==> src/rtl/ftdi_fifo_bridge.sv <==
// ftdi_fifo_bridge: FT232H async-245 FIFO bridge with valid/ready RX/TX streams and an RX buffer.
// Optional FTDI_RR_ARB_EN selects round-robin read/write arbitration instead of fixed read priority.
module ftdi_fifo_bridge #(
  parameter int DATA_W   = 8,
  parameter int RX_DEPTH = 4,
  parameter int RD_LOW   = 4,
  parameter int WR_SETUP = 1,
  parameter int WR_LOW   = 3,
  parameter int WR_HOLD  = 1,
  parameter int RECOVER  = 3
) (
  input  logic                        clock,
  input  logic                        reset,
  input  logic                        rxf,
  input  logic                        txe,
  input  logic [DATA_W-1:0]           adbus_in,
  output logic [DATA_W-1:0]           adbus_out,
  output logic                        adbus_tri,
  output logic                        ftdi_rd,
  output logic                        ftdi_wr,
  output logic [DATA_W-1:0]           rx_data,
  output logic                        rx_valid,
  input  logic                        rx_ready,
  input  logic [DATA_W-1:0]           tx_data,
  input  logic                        tx_valid,
  output logic                        tx_ready,
  output logic [$clog2(RX_DEPTH):0]   rx_count,
  output logic                        busy
);
  localparam int AW = $clog2(RX_DEPTH);
  localparam int NW = 16;
  typedef enum logic [2:0] {S_IDLE, S_RD, S_WSET, S_WLOW, S_WHOLD, S_RECOV} state_t;
  state_t state_q, state_d;
  logic [NW-1:0] cnt_q, cnt_d;
  logic [1:0] rxf_sync_q, txe_sync_q;
  logic rd_q, rd_d, wr_q, wr_d, tri_q, tri_d;
  logic [DATA_W-1:0] out_q, out_d;
  logic [DATA_W-1:0] mem_q [RX_DEPTH];
  logic [AW-1:0] wptr_q, wptr_d, rptr_q, rptr_d;
  logic [AW:0] count_q, count_d;
  logic rxf_s, txe_s, rd_req, wr_req, rd_win, last, push, pop;
  assign rxf_s  = rxf_sync_q[1];
  assign txe_s  = txe_sync_q[1];
  assign rd_req = !rxf_s && count_q != (AW+1)'(RX_DEPTH);
  assign wr_req = !txe_s && tx_valid;
  assign last   = cnt_q == NW'(1);
  assign pop    = rx_valid && rx_ready;
`ifdef FTDI_RR_ARB_EN
  logic last_wr_q, last_wr_d, wr_done;
  assign wr_done = state_q == S_WHOLD && last;
  assign rd_win  = rd_req && (!wr_req || last_wr_q);
  always_comb last_wr_d = push ? 1'b0 : wr_done ? 1'b1 : last_wr_q;
  always_ff @(posedge clock) last_wr_q <= reset ? 1'b1 : last_wr_d;
`else
  assign rd_win = rd_req;
`endif
  always_comb begin
    state_d  = state_q;
    cnt_d    = cnt_q - NW'(1);
    rd_d     = rd_q;
    wr_d     = wr_q;
    tri_d    = tri_q;
    out_d    = out_q;
    tx_ready = 1'b0;
    push     = 1'b0;
    case (state_q)
      S_IDLE: begin
        cnt_d = cnt_q;
        if (rd_win) begin
          state_d = S_RD;
          rd_d    = 1'b0;
          cnt_d   = NW'(RD_LOW);
        end else if (wr_req) begin
          tx_ready = 1'b1;
          state_d  = S_WSET;
          tri_d    = 1'b1;
          out_d    = tx_data;
          cnt_d    = NW'(WR_SETUP);
        end
      end
      S_RD: if (last) begin
        state_d = S_RECOV;
        rd_d    = 1'b1;
        push    = 1'b1;
        cnt_d   = NW'(RECOVER);
      end
      S_WSET: if (last) begin
        state_d = S_WLOW;
        wr_d    = 1'b0;
        cnt_d   = NW'(WR_LOW);
      end
      S_WLOW: if (last) begin
        state_d = S_WHOLD;
        wr_d    = 1'b1;
        cnt_d   = NW'(WR_HOLD);
      end
      S_WHOLD: if (last) begin
        state_d = S_RECOV;
        tri_d   = 1'b0;
        cnt_d   = NW'(RECOVER);
      end
      S_RECOV: if (last) state_d = S_IDLE;
      default: state_d = S_IDLE;
    endcase
  end
  always_comb begin
    wptr_d  = wptr_q + AW'(push);
    rptr_d  = rptr_q + AW'(pop);
    count_d = count_q + (AW+1)'(push) - (AW+1)'(pop);
  end
  always_ff @(posedge clock) begin
    if (reset) begin
      state_q    <= S_IDLE;
      cnt_q      <= '0;
      rd_q       <= 1'b1;
      wr_q       <= 1'b1;
      tri_q      <= 1'b0;
      out_q      <= '0;
      wptr_q     <= '0;
      rptr_q     <= '0;
      count_q    <= '0;
      rxf_sync_q <= 2'b11;
      txe_sync_q <= 2'b11;
    end else begin
      state_q    <= state_d;
      cnt_q      <= cnt_d;
      rd_q       <= rd_d;
      wr_q       <= wr_d;
      tri_q      <= tri_d;
      out_q      <= out_d;
      wptr_q     <= wptr_d;
      rptr_q     <= rptr_d;
      count_q    <= count_d;
      rxf_sync_q <= {rxf_sync_q[0], rxf};
      txe_sync_q <= {txe_sync_q[0], txe};
    end
  end
  always_ff @(posedge clock) if (push) mem_q[wptr_q] <= adbus_in;
  assign adbus_out = out_q;
  assign adbus_tri = tri_q;
  assign ftdi_rd   = rd_q;
  assign ftdi_wr   = wr_q;
  assign rx_data   = mem_q[rptr_q];
  assign rx_valid  = count_q != '0;
  assign rx_count  = count_q;
  assign busy      = state_q != S_IDLE;
endmodule

==> config.mk <==
export PLATFORM = sky130hd
export DESIGN_NAME = ftdi_fifo_bridge
export DESIGN_NICKNAME = d
export VERILOG_FILES = /design/src/rtl/ftdi_fifo_bridge.sv
export SDC_FILE = /design/constraint.sdc
export NUM_CORES = 1
export LEC_CHECK = 0
export ABC_AREA = 1
export CAP_MARGIN = 20
export CORE_MARGIN = 2
export CORE_UTILIZATION = 30
export CTS_CLUSTER_DIAMETER = 200
export CTS_CLUSTER_SIZE = 30
export DETAILED_ROUTE_END_ITERATION = 16
export PLACE_DENSITY_LB_ADDON = 0.25
export REMOVE_ABC_BUFFERS = 1
export SLEW_MARGIN = 0
export SYNTH_ARGS = -nofsm -noshare
export SYNTH_HDL_FRONTEND = slang
export SYNTH_SLANG_ARGS = --single-unit
==> constraint.sdc <==
create_clock -name clock -period 3.3 [get_ports clock]
set_input_delay 0.66 -clock clock [delete_from_list [all_inputs] [get_ports clock]]
set_output_delay 0.66 -clock clock [all_outputs]
set_load 0.03 [all_outputs]
==> results.json <==
{
  "run_status": "complete, no violations",
  "r2r_start": "cnt_q[0]",
  "synth-seq-area-share_pct": 54.7,
  "setup.worst_path.start_class": "input pin",
  "drc": 0,
  "firstDrtPassIters": 4,
  "endpoint_kind": "output pin",
  "cts_buffers": 9,
  "via_total_after_detailed_routing": 2474,
  "die-area_um2": 11700,
  "timing_max_transition_violations_final": 0,
  "design_power_total_mw": 3.87,
  "clk_transition_reported_paths_ns": 0.07,
  "start_util_pct": 30.4,
  "area_growth_syn_to_layout_pct": 24.9,
  "wl_per_cell_um": 11.7,
  "via_per_inst": 4.32,
  "min_delay_worst_endpoint": "rxf_sync_q[1]",
  "netlist_area_um2": 3250,
  "worstSetupPathType": "input pin to output pin",
  "critPathMaxStageDelay_ns": 0.70,
  "vdd_drop_max_uv": 278,
  "hold_buffers": 0,
  "crit_arrival_ns": 2.16,
  "timing.reg2reg.setup_slack_ns": 1.01,
  "num_io_pins": 47,
  "min_period_over_period_pct": 85.5,
  "synth_warnings": 0,
  "wirelength_um": 6680,
  "postCtsSetupBuffers": 0,
  "power-per-cell-area_nw_per_um2": 952,
  "holdPathStages": 1,
  "drv_cap": 0,
  "p_leak_nw": 1.68,
  "layout_common_cells": "79 x nor2_1, 53 x nand2_1, 46 x clkdlybuf4s50_1",
  "grt_start_max_net_pins": 18,
  "min-delay-path-class": "register to register",
  "proportion_of_layout_cells_with_a_drive_suffix_above_1_pct": 9.70,
  "postPlaceCellArea_um2": 3870,
  "chipHeight_um": 108,
  "grt_first_pass_wirelength_um": 11600,
  "clock-skew-final_ns": 0.00961,
  "clk-insertion-delay-late_ns": 0.35,
  "syn_avg_cell_area_um2": 8.66,
  "antenna_left": 0,
  "num-nets-final": 457,
  "dp_slack_ns": 0.464,
  "timing.slew.headroom_pct": 45.7,
  "worst_hold_startpoint": "rxf_sync_q[0]",
  "grt-ovfl-total": 0,
  "synthDistinctLibCells": 27,
  "synth-seq-cells": 73,
  "core.rowCount": 38,
  "rd_place_congestion": 0.847,
  "final_common_cell": "nor2_1",
  "rr_worst_depth": 13,
  "cp.buffers_inverters": 4,
  "multi_input_area_um2": 1250,
  "port-buffer-count": 46,
  "timing.critical_path.cells": "clkdlybuf4s50_1, inv_1, nor2_1, inv_1, nor2_1, clkdlybuf4s50_1",
  "placed_cells_incl_taps": 557,
  "crit_path_top_delay_cell": "clkdlybuf4s50_1",
  "clock_tree.buffer_depth": 2,
  "fin_ws_ns": 0.479,
  "n_antenna_cell": 0,
  "cts_resized": 0,
  "cts_sink_count": 73,
  "post_layout_nonfiller_instances": 573,
  "critical_path.reg2reg.endpoint": "rx_count[2]",
  "first_global_vias": 2505,
  "setup_repair_after_global_routing_missed_its_margin": "no",
  "timing.critical_path.max_delay_family": "buffers and inverters",
  "maximum_clock_rate_ghz": 0.354,
  "setup_tns_ns": 0,
  "timing.critical_path.fanout_max": 2,
  "netlist_instances": 376,
  "antenna_found_initial": 0,
  "dp_hpwl_um": 4600,
  "fillers": 1080,
  "report.final.hold_viol_count": 0,
  "final_cell_area_um2": 4060,
  "slew_of_the_pin_with_the_lowest_slew_margin_ns": 0.811,
  "final_period_minus_worst_setup_slack_ns": 2.82,
  "core_um2": 10700,
  "number_of_drc_markers_in_iteration_0": 140,
  "die_w_um": 108,
  "seqCellArea_um2": 1780,
  "grtUsageTotal_pct": 12.7,
  "htreeDepth": 3,
  "worst_ep_required_time_ns": 2.64,
  "clk_root_buffer_cell": "clkbuf_8",
  "finalSetupViolCount": 0,
  "cts_tree": "built"
}
## layer usage
layer	vias to the layer above	track usage [%]	share of wire [%]
met4	0	5.49	1.3
met5	-	0	0
li1	1319	-	-
met2	46	20.4	46
met1	1102	15.9	48
met3	7	3.92	4.9
## where the power goes
part / leakage (nW) / switching (mW) / internal, mW / total [mW]
Combinational: 0.962 / 1.22 / 0.699 / 1.92
Clock: 0.0970 / 0.328 / 0.372 / 0.700
Sequential: 0.623 / 0.152 / 1.09 / 1.25
## cells by family after synthesis
kind of cell    share of synthesized area (%)
compound gates                           8.84
fa+ha+maj                                2.92
flops                                    54.7
simple gates                             23.9
xor+xnor                                 2.69
buf+inv                                  6.92
## flip-flops by register name, indices dropped and copies added, names as in the netlist
register	flops
rxf_sync_q	2
wptr_q	2
mem_q	32
ftdi_rd	1
adbus_out	8
rptr_q	2
state_q	3
txe_sync_q	2
cnt_q	16
adbus_tri	1
ftdi_wr	1
rx_count	3
## final cells by class
cell class / count / share of cell area [%]
inverters: 48 / 4.43
multi-input cells: 247 / 30.7
well taps: 140 / 4.31
flip-flops and latches: 73 / 43.8
clock inverters: 4 / 1.26
repair buffers: 49 / 11.9
clock buffers: 12 / 3.57
## worst reg2reg max path: cells and delay by family (launching register included)
kind	cells	cell delay [ns]
AOI/OAI and AO/OA	2	0.21
buffers and inverters	3	0.17
and+or+nand+nor	4	0.47
DFF	1	0.38
adders and majority gates	4	0.99
## through the flow
| stage | util, % | hold slack [ns] |
|---|---|---|
| 2_1_floorplan | - | 0.389 |
| 3_3_place_gp | 36.2 | 0.397 |
| 3_5_place_dp | 36.2 | 0.395 |
| 4_1_cts | 38.0 | 0.418 |
| 5_1_grt | 38.0 | 0.442 |
| 6_report | 38.0 | 0.413 |
## synth_stat cells
library cell	count	area (µm²)
nor3_1	3	15.0
nor2_1	79	297
nor2_4	4	45.0
nand3_2	3	30.0
nand3_1	19	95.1
inv_2	5	18.8
nand2_2	4	25.0
a21oi_1	9	45.0
o21ai_0	34	170
o211ai_1	2	15.0
buf_6	1	11.3
xor2_1	8	70.1
inv_1	43	161
buf_4	2	15.0
xnor2_1	2	17.5
nand4_1	2	12.5
fa_1	1	20.0
a21boi_0	1	7.51
dfxtp_1	41	821
clkbuf_1	5	18.8
nand2_1	53	199
ha_1	6	75.1
nor2_2	4	25.0
edfxtp_1	32	961
or2_4	1	8.76
o22ai_1	8	50.1
or2_2	4	25.0
## worst max path at each step
stage	from	end	slack (ns)	cells after the start
CTS	tx_valid	tx_ready	0.45	6
global placement	tx_valid	tx_ready	0.47	6
detailed placement	tx_valid	tx_ready	0.46	6
global route	rptr_q[0]	rx_data[4]	0.36	4
floorplan	rx_count[1]	tx_ready	1.14	5
finish	tx_valid	tx_ready	0.48	6
Power figures use the tool's default switching activity.
